### src/rtl/instr_controller_pkg.sv
// rtl/instr_controller_pkg.sv - shared types and field positions for the instruction controller
package ctrl_pkg;

  typedef enum logic [3:0] {
    INIT   = 4'd0,
    FETCH  = 4'd1,
    DECODE = 4'd2,
    NOOP   = 4'd3,
    LOAD_A = 4'd4,
    LOAD_B = 4'd5,
    STORE  = 4'd6,
    ADD    = 4'd7,
    SUB    = 4'd8,
    HALT   = 4'd9
  } state_t;

  typedef enum logic [3:0] {
    OP_NOOP  = 4'b0000,
    OP_STORE = 4'b0001,
    OP_LOAD  = 4'b0010,
    OP_ADD   = 4'b0011,
    OP_SUB   = 4'b0100,
    OP_HALT  = 4'b0101
  } opcode_t;

  localparam logic [2:0] ALU_PASS = 3'd0;
  localparam logic [2:0] ALU_ADD  = 3'd1;
  localparam logic [2:0] ALU_SUB  = 3'd2;

  // LSB positions of the instruction fields within IR
  localparam int OP_LSB      = 12;
  localparam int RA_LSB      = 8;
  localparam int RB_LSB      = 4;
  localparam int RD_LSB      = 0;
  localparam int LD_ADDR_LSB = 4;
  localparam int ST_ADDR_LSB = 0;

endpackage

### src/rtl/instr_controller_if.sv
// rtl/instr_controller_if.sv - controller-to-datapath bus: instruction in, control strobes out
interface instr_controller_if #(
  parameter int DADDR_W = 8,
  parameter int RADDR_W = 4
);
  logic [15:0]        IR;
  logic               PC_clr;
  logic               PC_up;
  logic               IR_ld;
  logic [DADDR_W-1:0] D_addr;
  logic               D_wr;
  logic               RF_s;
  logic [RADDR_W-1:0] RF_W_addr;
  logic               RF_W_en;
  logic [RADDR_W-1:0] RF_Ra_addr;
  logic [RADDR_W-1:0] RF_Rb_addr;
  logic [2:0]         ALU_s0;
  logic [3:0]         OutState;

  modport master (
    input  IR,
    output PC_clr, PC_up, IR_ld, D_addr, D_wr, RF_s, RF_W_addr, RF_W_en,
           RF_Ra_addr, RF_Rb_addr, ALU_s0, OutState
  );

  modport slave (
    output IR,
    input  PC_clr, PC_up, IR_ld, D_addr, D_wr, RF_s, RF_W_addr, RF_W_en,
           RF_Ra_addr, RF_Rb_addr, ALU_s0, OutState
  );
endinterface

### src/rtl/instr_controller.sv
// rtl/instr_controller.sv - fetch/decode/execute FSM with Moore outputs decoded from state and IR
// Optional INSTR_CTRL_ILLEGAL_TRAP_EN: undefined opcodes halt instead of executing as NOOP.
module instr_controller
  import ctrl_pkg::*;
#(
  parameter int DADDR_W = 8,
  parameter int RADDR_W = 4
) (
  input  logic                Clk,
  input  logic                Clr,
  instr_controller_if.master  bus
);

  state_t  state;
  state_t  state_nxt;
  opcode_t op;

  assign op = opcode_t'(bus.IR[OP_LSB +: 4]);

  always_ff @(posedge Clk or posedge Clr) begin
    if (Clr) state <= INIT;
    else     state <= state_nxt;
  end

  always_comb begin
    state_nxt = state;
    case (state)
      INIT:   state_nxt = FETCH;
      FETCH:  state_nxt = DECODE;
      DECODE: begin
        case (op)
          OP_NOOP:  state_nxt = NOOP;
          OP_STORE: state_nxt = STORE;
          OP_LOAD:  state_nxt = LOAD_A;
          OP_ADD:   state_nxt = ADD;
          OP_SUB:   state_nxt = SUB;
          OP_HALT:  state_nxt = HALT;
`ifdef INSTR_CTRL_ILLEGAL_TRAP_EN
          default:  state_nxt = HALT;
`else
          default:  state_nxt = NOOP;
`endif
        endcase
      end
      NOOP:   state_nxt = FETCH;
      LOAD_A: state_nxt = LOAD_B;
      LOAD_B: state_nxt = FETCH;
      STORE:  state_nxt = FETCH;
      ADD:    state_nxt = FETCH;
      SUB:    state_nxt = FETCH;
      HALT:   state_nxt = HALT;
      default: state_nxt = INIT;
    endcase
  end

  // Everything defaults to 0 so idle states present a deterministic bus
  always_comb begin
    bus.PC_clr     = 1'b0;
    bus.PC_up      = 1'b0;
    bus.IR_ld      = 1'b0;
    bus.D_addr     = '0;
    bus.D_wr       = 1'b0;
    bus.RF_s       = 1'b0;
    bus.RF_W_addr  = '0;
    bus.RF_W_en    = 1'b0;
    bus.RF_Ra_addr = '0;
    bus.RF_Rb_addr = '0;
    bus.ALU_s0     = ALU_PASS;
    case (state)
      INIT:  bus.PC_clr = 1'b1;
      FETCH: begin
        bus.IR_ld = 1'b1;
        bus.PC_up = 1'b1;
      end
      LOAD_A, LOAD_B: begin
        bus.D_addr    = bus.IR[LD_ADDR_LSB +: DADDR_W];
        bus.RF_s      = 1'b1;
        bus.RF_W_addr = bus.IR[RD_LSB +: RADDR_W];
        bus.RF_W_en   = (state == LOAD_B);
      end
      STORE: begin
        bus.RF_Ra_addr = bus.IR[RA_LSB +: RADDR_W];
        bus.D_addr     = bus.IR[ST_ADDR_LSB +: DADDR_W];
        bus.D_wr       = 1'b1;
      end
      ADD, SUB: begin
        bus.RF_Ra_addr = bus.IR[RA_LSB +: RADDR_W];
        bus.RF_Rb_addr = bus.IR[RB_LSB +: RADDR_W];
        bus.RF_W_addr  = bus.IR[RD_LSB +: RADDR_W];
        bus.RF_W_en    = 1'b1;
        bus.ALU_s0     = (state == ADD) ? ALU_ADD : ALU_SUB;
      end
      default: ;
    endcase
  end

  assign bus.OutState = state;

endmodule

### src/flat_wrapper.sv
// flat-port wrapper written by rule: the top's interface ports become plain ports
module instr_controller_flat import ctrl_pkg::*;
#(
  parameter int DADDR_W = 8,
  parameter int RADDR_W = 4
)
  (Clk, Clr, bus_IR, bus_PC_clr, bus_PC_up, bus_IR_ld, bus_D_addr, bus_D_wr, bus_RF_s, bus_RF_W_addr, bus_RF_W_en, bus_RF_Ra_addr, bus_RF_Rb_addr, bus_ALU_s0, bus_OutState);
  instr_controller_if #(.DADDR_W(DADDR_W), .RADDR_W(RADDR_W)) bus_i ();
  input  logic Clk;
  input  logic Clr;
  input wire logic [$bits(bus_i.IR)-1:0] bus_IR;
  output wire logic [$bits(bus_i.PC_clr)-1:0] bus_PC_clr;
  output wire logic [$bits(bus_i.PC_up)-1:0] bus_PC_up;
  output wire logic [$bits(bus_i.IR_ld)-1:0] bus_IR_ld;
  output wire logic [$bits(bus_i.D_addr)-1:0] bus_D_addr;
  output wire logic [$bits(bus_i.D_wr)-1:0] bus_D_wr;
  output wire logic [$bits(bus_i.RF_s)-1:0] bus_RF_s;
  output wire logic [$bits(bus_i.RF_W_addr)-1:0] bus_RF_W_addr;
  output wire logic [$bits(bus_i.RF_W_en)-1:0] bus_RF_W_en;
  output wire logic [$bits(bus_i.RF_Ra_addr)-1:0] bus_RF_Ra_addr;
  output wire logic [$bits(bus_i.RF_Rb_addr)-1:0] bus_RF_Rb_addr;
  output wire logic [$bits(bus_i.ALU_s0)-1:0] bus_ALU_s0;
  output wire logic [$bits(bus_i.OutState)-1:0] bus_OutState;
  assign bus_i.IR = bus_IR;
  assign bus_PC_clr = bus_i.PC_clr;
  assign bus_PC_up = bus_i.PC_up;
  assign bus_IR_ld = bus_i.IR_ld;
  assign bus_D_addr = bus_i.D_addr;
  assign bus_D_wr = bus_i.D_wr;
  assign bus_RF_s = bus_i.RF_s;
  assign bus_RF_W_addr = bus_i.RF_W_addr;
  assign bus_RF_W_en = bus_i.RF_W_en;
  assign bus_RF_Ra_addr = bus_i.RF_Ra_addr;
  assign bus_RF_Rb_addr = bus_i.RF_Rb_addr;
  assign bus_ALU_s0 = bus_i.ALU_s0;
  assign bus_OutState = bus_i.OutState;
  instr_controller #(.DADDR_W(DADDR_W), .RADDR_W(RADDR_W)) u_core (.Clk(Clk), .Clr(Clr), .bus(bus_i));
endmodule
### config.mk
export PLATFORM = sky130hd
export DESIGN_NAME = instr_controller_flat
export DESIGN_NICKNAME = d
export VERILOG_FILES = /design/src/rtl/instr_controller_pkg.sv /design/src/rtl/instr_controller_if.sv /design/src/rtl/instr_controller.sv /design/src/flat_wrapper.sv
export SDC_FILE = /design/constraint.sdc
export NUM_CORES = 1
export LEC_CHECK = 0
export CORE_MARGIN = 2
export CORE_UTILIZATION = 29
export DETAILED_ROUTE_END_ITERATION = 10
export GPL_ROUTABILITY_DRIVEN = 1
export PLACE_DENSITY = 0.78
export SLEW_MARGIN = 20
export SYNTH_ARGS = -nofsm -noshare
export SYNTH_HDL_FRONTEND = slang
export SYNTH_SLANG_ARGS = --single-unit
### constraint.sdc
create_clock -name Clk -period 2.1 [get_ports Clk]
set_clock_uncertainty 0.2 [all_clocks]
set_input_delay 0.315 -clock Clk [delete_from_list [all_inputs] [get_ports Clk]]
set_output_delay 0.315 -clock Clk [all_outputs]
set_load 0.02 [all_outputs]
==> results of run 1 <==
[cell usage in the layout, fill, tap and decap left out, types with 3 or more instances in the layout]
cell and instances:
buf_4 22, clkdlybuf4s50_1 21, buf_2 13, a22o_1 8, and2_1 8, inv_1 4, dfrtp_1 4, nand2b_1 3
o21ai_0 3, clkbuf_4 3, dlygate4sd2_1 3
[layer usage]
layer,share of wire,up-vias,wire [um]
li1,-,365,-
met1,0.39,346,751
met2,0.58,24,1120
met3,0.032,2,61
met4,0.0010,0,2
met5,0,-,0
[where the power goes]
part	internal [W]	switching [W]
logic	0.000278	0.000302
registers	0.000102	0.0000183
clock network	0.0000636	0.0000264
[worst paths after layout]
kind	depth (start not counted)	start	endpoint	slack [ps]
max	4	u_core.bus.OutState[2]$_DFF_PP0_	bus_RF_Rb_addr[2]	40
min in group Clk	2	u_core.bus.OutState[2]$_DFF_PP0_	u_core.bus.OutState[3]$_DFF_PP0_	420
min reg2reg	2	u_core.bus.OutState[2]$_DFF_PP0_	u_core.bus.OutState[3]$_DFF_PP0_	420
max reg2reg	4	u_core.bus.OutState[1]$_DFF_PP0_	u_core.bus.OutState[0]$_DFF_PP0_	420
min	2	Clr	u_core.bus.OutState[1]$_DFF_PP0_	80
max in group asynchronous	2	Clr	u_core.bus.OutState[2]$_DFF_PP0_	1480
[timing repair]
action                                  4_1_cts  5_1_grt
endpoints found under the setup margin       28       20
pin swaps                                     1        0
resized for setup                            91       23
[stage by stage]
| stage | power [W] | area, um2 | std cells | setup WS [ps] | hold slack (ps) |
|---|---|---|---|---|---|
| finish | 0.000790 | 1030 | 151 | 36.1 | 78.9 |
| global route | 0.000836 | 1030 | 151 | -14.7 | 114 |
| CTS | 0.000794 | 1070 | 151 | 0.780 | 79.2 |
| detailed placement | 0.000755 | 1110 | 148 | -228 | 314 |
| global placement | 0.000749 | 1110 | 148 | -206 | 306 |
| floorplan | 0.000475 | 539 | 67 | 33.8 | -119 |
[cells in the mapped netlist, drive strengths merged, types with 2 or more instances]
| cell | instances | share of area |
|---|---|---|
| a22o | 8 | 0.13 |
| inv | 4 | 0.028 |
| a21oi | 2 | 0.019 |
| and2 | 8 | 0.093 |
| nand2b | 3 | 0.035 |
| buf | 6 | 0.093 |
| nor2 | 3 | 0.030 |
| nand3b | 2 | 0.028 |
| or4 | 2 | 0.035 |
| dfrtp | 4 | 0.19 |
| a21boi | 4 | 0.056 |
| nand2 | 3 | 0.026 |
| o21ai | 4 | 0.044 |
[cells by family after synthesis]
kind of cell,count (synthesis)
and+or+nand+nor,29
other,1
xor gates and xnor gates,1
DFF,4
AOI/OAI and AO/OA,22
buffers and inverters,10
[cell type report]
type | instances | area, um2
Fill cell | 178 | 716
Timing Repair Buffer | 62 | 487
Multi-Input combinational cell | 53 | 374
Sequential cell | 4 | 100
Tap cell | 25 | 31.3
Clock buffer | 3 | 22.5
Inverter | 4 | 15.0
==> impl_metrics.yaml, run 1 <==
outcome:
  status: "completed"
job:
  maxCapViolCount: 0
clock_network:
  path_clk_slew_ps: 40
  clock_latency_ps: 230
  htreeDepth: 1
  clockRootBuffer: "clkbuf_4"
  cts_buffers: 3
  clockBufferDepth: 2
  cts_tree: "yes"
  hold_buffers: 0
  cts_setup_buffers: 0
  clock_sink_count: 4
setup_path:
  slowest_stage: "or4b_4"
  worst_path_largest_cell_delay_ps: 570
  end_kind: "primary output"
  cp_cell_sequence: "or4b_4, o21ai_2, and2_1, buf_4"
  crit_family: "simple AND/OR/NAND/NOR gates"
  crit_arrival_ps: 1550
  crit_buf_inv: 1
  crit_type: "flip-flop to primary output"
  crit_path_start_kind: "flip-flop"
  cp_data_required_time_ps: 1580
  path_max_fanout: 4
global_routing:
  grtUsageMet2: 0.312
  grt_usage: 0.163
  met3_usage: 0
  first_global_vias: 615
  grt.overflow.total: 0
  grt_max_degree: 13
  busiest_layer: "met2"
  grt_use_met1: 0.197
  grt_pass1_wl_um: 2630
  antenna_found_initial: 0
final_layout:
  largest_register_ffs: 4
  syn_to_final_growth_pct: 91.0
  drive_above_1_share: 0.373
  final_nets: 146
  diodes: 0
  fin_util: 0.590
synth:
  ys_seq_elements: 4
  yosys_most_used_dff: "dfrtp_1"
  synth_compound_area_frac: 0.309
  seq_area_frac_synth: 0.186
  netlist_instances: 67
  ys_types: 33
  synth_top_family_by_area: "simple AND/OR/NAND/NOR gates"
  synth_fa_ha_area_frac: 0
  synthSimpleGateAreaFrac: 0.362
  synthesis.nets: 85
  syn_area_per_cell_um2: 8.05
  synth-async-reset-ratio: 1.00
  synth-xor-area-share: 0.0162
  synth_area_um2: 539
  yosysWarnings: 0
  synth-edff-count: 0
  synthMuxAreaShare: 0
floorplanning:
  fp.dieW_um: 47.1
  ios: 51
  initial_core_util: 0.309
  die_y_um: 47.1
  die-area_mm2: 0.00222
  num_rows: 15
  core-area_mm2: 0.00175
sta:
  period_needed_ps: 2060
  finalHoldViolations: 0
  finalSetupViolations: 0
  rsz0062_at_grt: "true"
  max_freq_ghz: 0.485
  final_max_slew_viol_count: 0
  fin_setup_tns_ps: 0
  post-route-period-util: 0.983
pwr:
  p_leak_nw: 0.532
  vdd_ir_drop_max_mv: 0.753
  p_per_area_mw_per_mm2: 767
drt:
  viasPerCell: 4.88
  post-route-drc-count: 0
  wl_per_cell_um: 12.8
  drt-pass1-iter-count: 4
  wl_um: 1930
  num_vias: 737
  drt.antenna.violating_nets: 0
  drtIter0Drc: 11
min_path:
  hp-class: "input port to async pin"
placed_design:
  place.gp.congestion: 0.772
  io_buffers: 49
  dp_hpwl_um: 1650
Power figures use the tool's default switching activity.
==> inputs of run 2 (changes only) <==
CORE_ASPECT_RATIO = 1.1   (was unset)
SETUP_SLACK_MARGIN = 0.02   (was unset)
==> impl_metrics.yaml, run 2 (synthesis gave the netlist of run 1 again) <==
final_layout:
  layout_commonest_cell: "clkdlybuf4s50_1"
  drive_above_1_share: 0.457
  layout_common_cells: "clkdlybuf4s50_1 (21), buf_4 (17), buf_2 (15)"
  final_nets: 147
  largest_register_ffs: 4
  syn_to_final_growth_pct: 98.8
  diodes: 0
drt:
  wl_per_cell_um: 13.2
  num_vias: 737
  drt.antenna.violating_nets: 0
  post-route-drc-count: 0
  drtIter0Drc: 8
  drt-pass1-iter-count: 4
  wl_um: 1910
  viasPerCell: 5.08
global_routing:
  antenna_found_initial: 0
  grt_max_degree: 12
  busiest_layer: "met2"
  first_global_vias: 732
  grt_use_met1: 0.157
  grt_usage: 0.177
  grtUsageMet2: 0.336
  met3_usage: 0.0333
  grt.overflow.total: 0
  grt_pass1_wl_um: 2940
clock_network:
  clockRootBuffer: "clkbuf_4"
  htreeDepth: 1
  clockBufferDepth: 2
  hold_buffers: 0
  path_clk_slew_ps: 40
  clock_latency_ps: 240
  cts_tree: "yes"
  clock_sink_count: 4
  cts_buffers: 3
pwr:
  clockPowerShare: 0.120
  p_leak_nw: 0.545
  p_comb_frac: 0.737
  p_per_area_mw_per_mm2: 774
  p_switching_w: 0.000366
  pwr-share-seq: 0.143
  p_int_w: 0.000463
  vdd_ir_drop_max_mv: 0.479
  sw_frac_of_total: 0.442
placed_design:
  dp_slack_ps: -241
  place.gp.congestion: 0.765
  io_buffers: 49
  dp_hpwl_um: 1600
setup_path:
  crit_arrival_ps: 1580
  reg2reg_from: "u_core.bus.OutState[2]$_DFF_PP0_"
  crit_path_start_kind: "flip-flop"
  cp.depth: 4
  worst_path_largest_cell_delay_ps: 590
  r2r_setup_slack_ps: 420
  path_max_fanout: 4
  crit_buf_inv: 1
  worstRegToRegCells: 5
  crit_path_end: "bus_RF_Rb_addr[2]"
  rr_endpoint: "u_core.bus.OutState[2]$_DFF_PP0_"
  cp_cell_sequence: "or4b_4, o21ai_4, and2_1, buf_4"
  end_kind: "primary output"
  crit_type: "flip-flop to primary output"
  cp_data_required_time_ps: 1580
  slowest_stage: "or4b_4"
  startpoint: "u_core.bus.OutState[1]$_DFF_PP0_"
  crit_family: "simple AND/OR/NAND/NOR gates"
outcome:
  status: "completed"
sta:
  hold_ws_ps: 50.8
  period_needed_ps: 2100
  final_max_slew_viol_count: 0
  finalHoldViolations: 0
  max_freq_ghz: 0.476
  rsz0062_at_grt: "true"
  fin_ws_ps: 0.820
  post-route-period-util: 1.00
  fin_setup_tns_ps: 0
  finalSetupViolations: 0
job:
  maxCapViolCount: 0
floorplanning:
  die-area_mm2: 0.00222
  initial_core_util: 0.306
  num_rows: 16
  core-area_mm2: 0.00176
  ios: 51
  fp.dieW_um: 45.1
  die_y_um: 49.2
min_path:
  hp-class: "input port to async pin"
## run 2: layout make-up
| type | count | area (um2) |
|---|---|---|
| timing repair buffer | 63 | 502 |
| tap | 18 | 22.5 |
| inverter | 4 | 15.0 |
| clock buffer | 3 | 22.5 |
| sequential | 4 | 100 |
| fill | 167 | 689 |
| multi-input combinational | 53 | 410 |
## run 2: power groups by stage
stage	Clock, W	Combinational, W	Sequential, W
after floorplan	0	0.000325	0.000150
after global placement	0	0.000640	0.000117
after detailed placement	0	0.000648	0.000120
after CTS	0.000103	0.000604	0.000119
after global routing	0.000106	0.000652	0.000122
final	0.0000999	0.000611	0.000119
## run 2: worst min-delay path by stage
stage	startpoint	endpoint	slack (ps)	cells past startpoint
2_1_floorplan	Clr	u_core.bus.OutState[0]$_DFF_PP0_	-120	1
3_3_place_gp	Clr	u_core.bus.OutState[2]$_DFF_PP0_	310	2
3_5_place_dp	Clr	u_core.bus.OutState[3]$_DFF_PP0_	310	2
4_1_cts	Clr	u_core.bus.OutState[0]$_DFF_PP0_	60	2
5_1_grt	Clr	u_core.bus.OutState[2]$_DFF_PP0_	80	2
6_report	Clr	u_core.bus.OutState[0]$_DFF_PP0_	50	2
## run 2: metrics by stage
| step | util | cell area (um2) | total power (W) | cells |
|---|---|---|---|---|
| 2_1_floorplan | - | 539 | 0.000475 | 67 |
| 3_3_place_gp | 0.624 | 1100 | 0.000758 | 141 |
| 3_5_place_dp | 0.624 | 1100 | 0.000767 | 141 |
| 4_1_cts | 0.611 | 1080 | 0.000827 | 145 |
| 5_1_grt | 0.609 | 1070 | 0.000880 | 145 |
| 6_report | 0.609 | 1070 | 0.000830 | 145 |
## run 2: timing repair
item	in CTS	in global routing
gates resized for setup	105	28
pin swaps	2	7
endpoints found under the setup margin	28	23
setup buffers	1	0
## run 2: worst reg2reg max path: cells and delay by family, from the launching register on
| kind | cells | cell delay, ps |
|---|---|---|
| AO/OA/AOI/OAI | 2 | 420 |
| buffers and inverters | 2 | 310 |
| flip-flops | 1 | 370 |
| AND/OR/NAND/NOR | 1 | 270 |
## run 2: metal layers
layer | wire (um) | part of all wire
met1 | 678 | 0.36
met2 | 968 | 0.51
met3 | 223 | 0.12
met4 | 37 | 0.019
met5 | 0 | 0
